**config.mk**
```make
export PLATFORM = sky130hd
export DESIGN_NAME = sum_monitor_flat
export DESIGN_NICKNAME = d
export VERILOG_FILES = /design/src/rtl/sum_monitor_if.sv /design/src/rtl/sum_monitor.sv /design/src/flat_wrapper.sv
export SDC_FILE = /design/constraint.sdc
export NUM_CORES = 1
export LEC_CHECK = 0
export CAP_MARGIN = 10
export CORE_UTILIZATION = 38
export CTS_CLUSTER_DIAMETER = 30
export DETAILED_ROUTE_END_ITERATION = 16
export PLACE_DENSITY = 0.69
export SLEW_MARGIN = 40
export SYNTH_ARGS = -nofsm -noshare
export SYNTH_HDL_FRONTEND = slang
export SYNTH_SLANG_ARGS = --single-unit
```
**constraint.sdc**
```tcl
create_clock -name clk -period 6.5 [get_ports clk]
set_input_delay 1.625 -clock clk [delete_from_list [all_inputs] [get_ports clk]]
set_output_delay 1.625 -clock clk [all_outputs]
set_load 0.05 [all_outputs]
```
**src/rtl/sum_monitor_if.sv**
```systemverilog
// Sum-monitor bus: the q sample stream plus the monitor's registered status.
// Parameters: SIZE (q width), WRAP_CNT_W (wrap counter width).
// Signals: en, q (and clr when SUM_MONITOR_CLEAR_EN is defined) flow toward the
// monitor; state, locked, err, bad_q, last_q, wrap_cnt flow back from it.
// Modports: master = stimulus/observer side, slave = the monitor itself.
interface sum_monitor_if #(
  parameter int unsigned SIZE       = 10,
  parameter int unsigned WRAP_CNT_W = 8
);
  logic                  en;
`ifdef SUM_MONITOR_CLEAR_EN
  logic                  clr;
`endif
  logic [SIZE-1:0]       q;
  logic [1:0]            state;
  logic                  locked;
  logic                  err;
  logic [SIZE-1:0]       bad_q;
  logic [SIZE-1:0]       last_q;
  logic [WRAP_CNT_W-1:0] wrap_cnt;

  modport master (
    output en,
`ifdef SUM_MONITOR_CLEAR_EN
    output clr,
`endif
    output q,
    input  state, locked, err, bad_q, last_q, wrap_cnt
  );

  modport slave (
    input  en,
`ifdef SUM_MONITOR_CLEAR_EN
    input  clr,
`endif
    input  q,
    output state, locked, err, bad_q, last_q, wrap_cnt
  );
endinterface

```
**src/rtl/sum_monitor.sv**
```systemverilog
// sum_monitor: checks that every enabled sample of q equals the previous
// accepted sample plus STEP (mod 2^SIZE). Counts clean wrap-arounds in a
// saturating counter and latches the first bad sample into a sticky fault.
// Ports:
//   clk  - rising-edge clock
//   rst  - synchronous active-high reset
//   bus  - sum_monitor_if.slave: en/q (and clr) in; state, locked, err,
//          bad_q, last_q, wrap_cnt out (all registered)
// Optional feature macro: SUM_MONITOR_CLEAR_EN adds bus.clr, which returns
// the monitor to IDLE and clears err/bad_q while keeping last_q/wrap_cnt.
module sum_monitor #(
  parameter int unsigned SIZE       = 10,
  parameter int unsigned STEP       = 2,
  parameter int unsigned WRAP_CNT_W = 8
) (
  input logic            clk,
  input logic            rst,
  sum_monitor_if.slave   bus
);

  // STEP wider than q is reduced modulo 2^SIZE.
  localparam logic [SIZE-1:0] STEP_W = SIZE'(STEP);

  typedef enum logic [1:0] {
    IDLE  = 2'd0,
    TRACK = 2'd1,
    FAULT = 2'd2
  } state_t;

  state_t                state_q, state_d;
  logic                  err_q, err_d;
  logic [SIZE-1:0]       bad_q_q, bad_q_d;
  logic [SIZE-1:0]       last_q_q, last_q_d;
  logic [WRAP_CNT_W-1:0] wrap_q, wrap_d;
  logic                  locked_q;
  logic [SIZE-1:0]       exp_q;

  assign exp_q = last_q_q + STEP_W;

  // Next-state and next-register values.
  always_comb begin
    state_d  = state_q;
    err_d    = err_q;
    bad_q_d  = bad_q_q;
    last_q_d = last_q_q;
    wrap_d   = wrap_q;

    case (state_q)
      IDLE: begin
        // First sample only primes the reference; nothing to compare yet.
        if (bus.en) begin
          last_q_d = bus.q;
          state_d  = TRACK;
        end
      end
      TRACK: begin
        if (bus.en) begin
          if (bus.q == exp_q) begin
            last_q_d = bus.q;
            // A correct sample below the reference means the sum wrapped.
            if ((bus.q < last_q_q) && (wrap_q != '1)) begin
              wrap_d = wrap_q + WRAP_CNT_W'(1);
            end
          end else begin
            state_d = FAULT;
            err_d   = 1'b1;
            bad_q_d = bus.q;
          end
        end
      end
      FAULT: begin
        state_d = FAULT;
      end
      default: begin
        state_d = IDLE;
      end
    endcase

`ifdef SUM_MONITOR_CLEAR_EN
    // Clear re-arms from any state; history (last_q, wrap_cnt) survives.
    if (bus.clr) begin
      state_d  = IDLE;
      err_d    = 1'b0;
      bad_q_d  = '0;
      last_q_d = last_q_q;
      wrap_d   = wrap_q;
    end
`endif
  end

  // State and output registers.
  always_ff @(posedge clk) begin
    if (rst) begin
      state_q  <= IDLE;
      err_q    <= 1'b0;
      bad_q_q  <= '0;
      last_q_q <= '0;
      wrap_q   <= '0;
      locked_q <= 1'b0;
    end else begin
      state_q  <= state_d;
      err_q    <= err_d;
      bad_q_q  <= bad_q_d;
      last_q_q <= last_q_d;
      wrap_q   <= wrap_d;
      locked_q <= (state_d == TRACK);
    end
  end

  assign bus.state    = state_q;
  assign bus.locked   = locked_q;
  assign bus.err      = err_q;
  assign bus.bad_q    = bad_q_q;
  assign bus.last_q   = last_q_q;
  assign bus.wrap_cnt = wrap_q;

endmodule
```
**src/flat_wrapper.sv**
```systemverilog
// flat-port wrapper written by rule: the top's interface ports become plain ports
module sum_monitor_flat 
#(
  parameter int unsigned SIZE       = 10,
  parameter int unsigned STEP       = 2,
  parameter int unsigned WRAP_CNT_W = 8
)
  (clk, rst, bus_en, bus_q, bus_state, bus_locked, bus_err, bus_bad_q, bus_last_q, bus_wrap_cnt);
  sum_monitor_if #(.SIZE(SIZE), .WRAP_CNT_W(WRAP_CNT_W)) bus_i ();
  input logic clk;
  input logic rst;
  input wire logic [$bits(bus_i.en)-1:0] bus_en;
  input wire logic [$bits(bus_i.q)-1:0] bus_q;
  output wire logic [$bits(bus_i.state)-1:0] bus_state;
  output wire logic [$bits(bus_i.locked)-1:0] bus_locked;
  output wire logic [$bits(bus_i.err)-1:0] bus_err;
  output wire logic [$bits(bus_i.bad_q)-1:0] bus_bad_q;
  output wire logic [$bits(bus_i.last_q)-1:0] bus_last_q;
  output wire logic [$bits(bus_i.wrap_cnt)-1:0] bus_wrap_cnt;
  assign bus_i.en = bus_en;
  assign bus_i.q = bus_q;
  assign bus_state = bus_i.state;
  assign bus_locked = bus_i.locked;
  assign bus_err = bus_i.err;
  assign bus_bad_q = bus_i.bad_q;
  assign bus_last_q = bus_i.last_q;
  assign bus_wrap_cnt = bus_i.wrap_cnt;
  sum_monitor #(.SIZE(SIZE), .STEP(STEP), .WRAP_CNT_W(WRAP_CNT_W)) u_core (.clk(clk), .rst(rst), .bus(bus_i));
endmodule
```
==> run metrics, run 1 <==
Synth Flop Type dfxtp_1; layout cells sized above 1 0.05948; IO buf count 44; part of the cycle the worst path needs 0.6464; vias around 1,700; diode count 0; max incr delay on CP between 600 and 700 ps; Setup CP Type in2reg; Slew HR 0.5254; Worst setup EP type flip-flop; worst-path maximum fanout 14; Area Growth Syn to Fin 26.76%; first-pass GRT wire length 7079 um; Mapped Cells 228; Final nets 293; Post-CTS Hold Buffers 0; synthesis-stage register bit count 32; Sink Count 32; Overflow after GRT 0; simple-gate share of the synthesized area 0.2918; RSZ-0062 raised after global routing false; post-synthesis compound-gate area fraction 0.1096; Mapped Nets 253; DR iter-0 viols roughly 120; latest clock arrival within the worst-skew pair 290 ps; worst hold slack 446.1 ps; xor and xnor fraction of the mapped netlist area 0.02966; CP Data Required Time around 6700 ps; Async SR Flop Fraction 0; clock-pin transition on the worst setup and hold timing paths 70 ps; ANT nets after route 0; post-detailed-route via-to-cell ratio 5.021; Die Span Y 75.75 um; final core occ 0.5065; Final Max Tran Viols 0; leading cell types in the layout, fill and taps excluded clkdlybuf4s50_1, nand2b_1, dfxtp_1; antenna violations before repair 0; status finished, final reports clean; CTS Root Buffer Type clkbuf_8; CTS tree yes; Slew @ Worst Pin 709.6 ps; Design Power about 0.51 mW; LEAKAGE 0.9736 nW; Worst R2R Path Depth 6; Mapped Avg Cell Area 9.066 um^2; yosys warns 0; Resized cells post-CTS 0; starting density of the core 0.3996; R2R Path Start u_core.bus.last_q[4]$_SDFFE_PP0P_; EDFF count, synth 0; die width about 76 um; r2r setup slk 3500 ps; Mapped Area 2067 um^2; worst setup path start bus_q[8]; drc violations 0; core area around 5200 um^2; IO Pins 45; # fillers 471; RR Endpoint u_core.bus.last_q[4]$_SDFFE_PP0P_; Detail Placement HPWL 3107 um; critical path's slowest cell o31a_1; Power Density 193.4 nW/um^2; Avg WL per Cell 12.89 um; routed wire length 4370 um; GPL Wtd Cong slightly below 0.9; post-synthesis sequential area ratio 0.3099; final setup vio count 0; CTS H-tree depth 2; DP Cell Count 331; final hold violation count 0; CP Cell Sequence clkdlybuf4s50_1 > or4_1 > and4_1 > a211oi_4 > o31a_1 > mux2i_1; largest family of logic cells by synthesized area simple AND/OR/NAND/NOR gates; Pre-Repair DR Iteration Count 4; Worst Skew 4.882 ps; Yosys cell types 47; crit path DAT 4420 ps; max frequency 238.0 MHz; row count 26; die area between 5000 and 6000 um^2; gr usage total 0.1627; worst setup path end u_core.bus.last_q[4]$_SDFFE_PP0P_; max-cap violation count 0; Post-Synth Adder-Cell Area 0.07264; vias in the first global route 1,559; most common cell after layout, fill and taps aside clkdlybuf4s50_1; Hold Path Class reg2reg; Peak VDD IR 79.74 uV; startpoint class of the critical path input port; largest net degree at the start of global routing 49; mux share of post-synthesis cell area 0.1295; Post-Layout Cell Count 339; crit path time final 4202 ps; CTS max path bufs 2; postcts setup bufs 0; Inserted Clock Buffers 5; setup tns final 0 ps
layer usage:
layer / track usage / routed length [um] / part of all wire / vias to the layer above
li1: - / - / - / 886
met1: 0.2173 / 2156 / 0.49 / 770
met2: 0.2498 / 1965 / 0.45 / 38
met3: 0.03968 / 152 / 0.035 / 8
met4: 0.06790 / 96 / 0.022 / 0
met5: 0 / 0 / 0 / -
state kept, by name, indices dropped and copies added (netlist names):
register             cells
u_core.bus.bad_q        10
u_core.bus.err           1
u_core.bus.last_q       10
u_core.bus.locked        1
u_core.bus.state         2
u_core.bus.wrap_cnt      8
layout make-up:
| type | instances | area (um^2) | area share |
|---|---|---|---|
| clock buffers | 8 | 90.09 | 0.03438 |
| inverters | 12 | 45.04 | 0.01719 |
| multi-input cells | 172 | 1309 | 0.4995 |
| flip-flops and latches | 32 | 640.6 | 0.2445 |
| well taps | 70 | 87.58 | 0.03343 |
| repair buffers | 45 | 447.9 | 0.1710 |
cell families (layout without fill, tap and decap cells):
family | Yosys count | count (layout)
compound gates | 31 | 31
xor+xnor | 7 | 7
fa+ha+maj | 12 | 12
buf+inv | 24 | 65
flops | 32 | 32
mux | 26 | 26
simple gates | 96 | 96
where the power goes:
group | internal (mW) | switching [mW] | total, mW
registers | 0.206 | 0.0111 | 0.217
clock network | 0.0864 | 0.0757 | 0.162
logic | 0.0507 | 0.0769 | 0.128
total | 0.343 | 0.164 | 0.507
stage by stage:
stage	cell area, um^2	setup slack, ps
2_1_floorplan	2067	2916
5_1_grt	2620	2158
3_3_place_gp	2530	2068
4_1_cts	2620	2284
3_5_place_dp	2530	1986
6_report	2620	2298
critical path, delay by kind of cell:
| kind | cells | cell delay [ps] |
|---|---|---|
| AO/OA/AOI/OAI | 2 | 1240 |
| buffers and inverters | 1 | 510 |
| multiplexers | 1 | 240 |
| AND/OR/NAND/NOR | 2 | 790 |
cell usage after synthesis, types with 2 or more instances:
library cell  count  area [um^2]
nand3_1           9        45.04
mux2i_1          20        200.2
a211oi_1          2        15.01
o21a_1            2        15.01
o21ai_0           2        10.01
inv_1            12        45.04
and3_1            3        18.77
nor3_1            2        10.01
mux2_1            6        67.56
o31a_1            2        17.52
buf_4             3        22.52
and2_1            2        12.51
buf_6             2        22.52
and4_1            2        17.52
clkbuf_1          6        22.52
nand2b_1         33        206.5
a21oi_1           9        45.04
nor4_1            2        12.51
dfxtp_1          32        640.6
xor2_1            4        35.03
nand2_1           6        22.52
nor2b_1          10        62.56
o31ai_1           3        22.52
nor2_1           13        48.80
or4_1             2        15.01
ha_1             12        150.1
nor4_2            5        62.56
xnor2_1           3        26.28
worst min path at each step:
| stage | startpoint | slack, ps | cells past startpoint | end |
|---|---|---|---|---|
| floorplan | u_core.bus.err$_SDFFE_PP0P_ | 660 | 2 | u_core.bus.err$_SDFFE_PP0P_ |
| global placement | u_core.bus.err$_SDFFE_PP0P_ | 430 | 2 | u_core.bus.err$_SDFFE_PP0P_ |
| detailed placement | u_core.bus.err$_SDFFE_PP0P_ | 440 | 2 | u_core.bus.err$_SDFFE_PP0P_ |
| CTS | u_core.bus.err$_SDFFE_PP0P_ | 450 | 2 | u_core.bus.err$_SDFFE_PP0P_ |
| global route | u_core.bus.err$_SDFFE_PP0P_ | 470 | 2 | u_core.bus.err$_SDFFE_PP0P_ |
| finish | u_core.bus.err$_SDFFE_PP0P_ | 450 | 2 | u_core.bus.err$_SDFFE_PP0P_ |
Power figures use the tool's default switching activity.
==> inputs of run 2 (changes only) <==
- PLACE_DENSITY: 0.69 -> 0.71
- clock period: 6.5 -> 3.6 ns (I/O delays scaled with it)
==> run metrics, run 2 (same netlist as run 1, synthesis figures left out) <==
worst-path maximum fanout 10 (was 14); Hold Crit Depth 2 (unchanged); CTS H-tree depth 2 (unchanged); Design Power 0.9182 mW (was 0.5066 mW); postcts setup bufs 0 (unchanged); Slew HR 0.5568 (was 0.5254); Final nets 297 (was 293); IO Pins 45 (unchanged); max frequency 304.9 MHz; post-detailed-route via-to-cell ratio 5.090 (was 5.021); diode count 0 (unchanged); Area Growth Syn to Fin 29.42% (was 26.76%); leading cell types in the layout, fill and taps excluded clkdlybuf4s50_1, nand2b_1, dfxtp_1 (unchanged); Worst setup EP type flip-flop (unchanged); Hold Path Class reg2reg (unchanged); Psw 0.2906 mW (was 0.1637 mW); DR iter-0 viols 69 (was 116); drc violations 0 (unchanged); largest net degree at the start of global routing 49 (unchanged); first-pass GRT wire length 7527 um (was 7079 um); CTS max path bufs 2 (unchanged); Sink Count 32 (unchanged); Flop pwr share 0.427 (was 0.428); core area 5172 um^2 (unchanged); Comb power frac 0.263 (was 0.252); die width 75.75 um (unchanged); Final Max Tran Viols 0 (unchanged); RR Endpoint u_core.bus.wrap_cnt[7]$_SDFFE_PP0P_ (was u_core.bus.last_q[4]$_SDFFE_PP0P_); startpoint class of the critical path input port (unchanged); part of the cycle the worst path needs 0.9109; Overflow after GRT 0 (unchanged); ANT nets after route 0 (unchanged); antenna violations before repair 0 (unchanged); Inserted Clock Buffers 5 (unchanged); vias 1,746 (was 1,702); Power Density 343.2 nW/um^2 (was 193.4 nW/um^2); Post-CTS Hold Buffers 0 (unchanged); IO buf count 44 (unchanged); Die Span Y 75.75 um (unchanged); routed wire length 4579 um (was 4370 um); most common cell after layout, fill and taps aside clkdlybuf4s50_1 (unchanged); vias in the first global route 1,663 (was 1,559); Net Sw Frac 0.3164 (was 0.3231); Setup CP Type in2reg (unchanged); crit path time final 3279 ps; crit path DAT 3440 ps (was 4420 ps); Pre-Repair DR Iteration Count 4 (unchanged); HP Start u_core.bus.err$_SDFFE_PP0P_ (unchanged); Post-Layout Cell Count 343 (was 339); die area 5738 um^2 (unchanged); worst hold slack 444.5 ps (was 446.1 ps); setup tns final 0 ps (unchanged); r2r setup slk 890 ps (was 3500 ps); LEAKAGE 1.001 nW (was 0.9736 nW); clock-pin transition on the worst setup and hold timing paths 70 ps (about the same); CTS Root Buffer Type clkbuf_8 (unchanged); CTS tree yes (unchanged); latest clock arrival within the worst-skew pair 280 ps (was 290 ps); gr usage total 0.1741 (was 0.1627); internal power 0.6276 mW (was 0.3429 mW); Worst R2R Path Depth 8 (was 6); R2R Path Start u_core.bus.last_q[5]$_SDFFE_PP0P_ (was u_core.bus.last_q[4]$_SDFFE_PP0P_); Detail Placement HPWL 3299 um (was 3107 um); Design Area, Final 2675 um^2 (was 2620 um^2); Avg WL per Cell 13.35 um (was 12.89 um); Peak VDD IR 168.5 uV (was 79.74 uV); layout cells sized above 1 0.07326 (was 0.05948); starting density of the core 0.3996 (unchanged); # fillers 485 (was 471); status finished, final reports clean (unchanged); CP Data Required Time 3760 ps (was 6720 ps); Clock power frac 0.310 (was 0.320); max-cap violation count 0 (unchanged); final setup vio count 0 (unchanged); DP Cell Count 335 (was 331); Slew @ Worst Pin 664.8 ps (was 709.6 ps); Resized cells post-CTS 0 (unchanged); Worst Skew 3.538 ps (was 4.882 ps); final hold violation count 0 (unchanged); Worst Hold End u_core.bus.err$_SDFFE_PP0P_ (unchanged); row count 26 (unchanged); GPL Wtd Cong 0.8178 (was 0.8770); area of placed instances 2585 um^2 (was 2530 um^2); RSZ-0062 raised after global routing false (unchanged)
run 2: cell count changes in the layout (fill, tap and decap cells not counted):
cell and change:
buf_12 +2, buf_4 +2
run 2: how the worst max path moves through the flow:
stage / from / endpoint / slack (ps) / depth (start not counted)
6_report: bus_q[5] / u_core.bus.wrap_cnt[7]$_SDFFE_PP0P_ / 320 / 8
4_1_cts: bus_q[5] / u_core.bus.wrap_cnt[1]$_SDFFE_PP0P_ / 360 / 8
3_3_place_gp: bus_q[5] / u_core.bus.wrap_cnt[5]$_SDFFE_PP0P_ / 150 / 8
5_1_grt: bus_q[5] / u_core.bus.wrap_cnt[2]$_SDFFE_PP0P_ / 250 / 8
2_1_floorplan: bus_q[1] / u_core.bus.wrap_cnt[2]$_SDFFE_PP0P_ / 740 / 8
3_5_place_dp: bus_q[5] / u_core.bus.wrap_cnt[2]$_SDFFE_PP0P_ / 80 / 8
run 2: metal layers:
layer | track usage | routed length (um) | vias up
met4 | 0.04321 | 44 | 0
met5 | 0 | 0 | -
li1 | - | - | 896
met2 | 0.2891 | 2115 | 30
met3 | 0.03968 | 120 | 4
met1 | 0.2281 | 2298 | 816
run 2: final cells by class:
type / instances / area [um^2] / share of cell area
multi-input combinational: 172 / 1309 / 0.4892
inverter: 12 / 45.04 / 0.01684
clock buffer: 8 / 90.09 / 0.03368
tap: 70 / 87.58 / 0.03274
sequential: 32 / 640.6 / 0.2395
timing repair buffer: 49 / 503.0 / 0.1880
run 2: through the flow:
step,util,setup slack [ps]
after floorplan,-,741.0
after global placement,0.4998,154.5
after detailed placement,0.4998,81.05
after CTS,0.5172,363.5
after global routing,0.5172,252.0
final,0.5172,320.7
run 2: power groups by stage:
stage,logic (mW),clock network [mW],registers [mW]
finish,0.242,0.285,0.392
detailed placement,0.242,0,0.400
floorplan,0.106,0,0.456
global route,0.262,0.314,0.395
CTS,0.243,0.295,0.392
global placement,0.239,0,0.399
run 2: worst max-delay path, stage by stage:
cell             delay (ps)
clkdlybuf4s50_1         530
ha_1                    260
a21o_1                  180
a21oi_1                 190
o21ai_0                 130
or4_4                   590
nor4_2                  280
mux2_1                  360
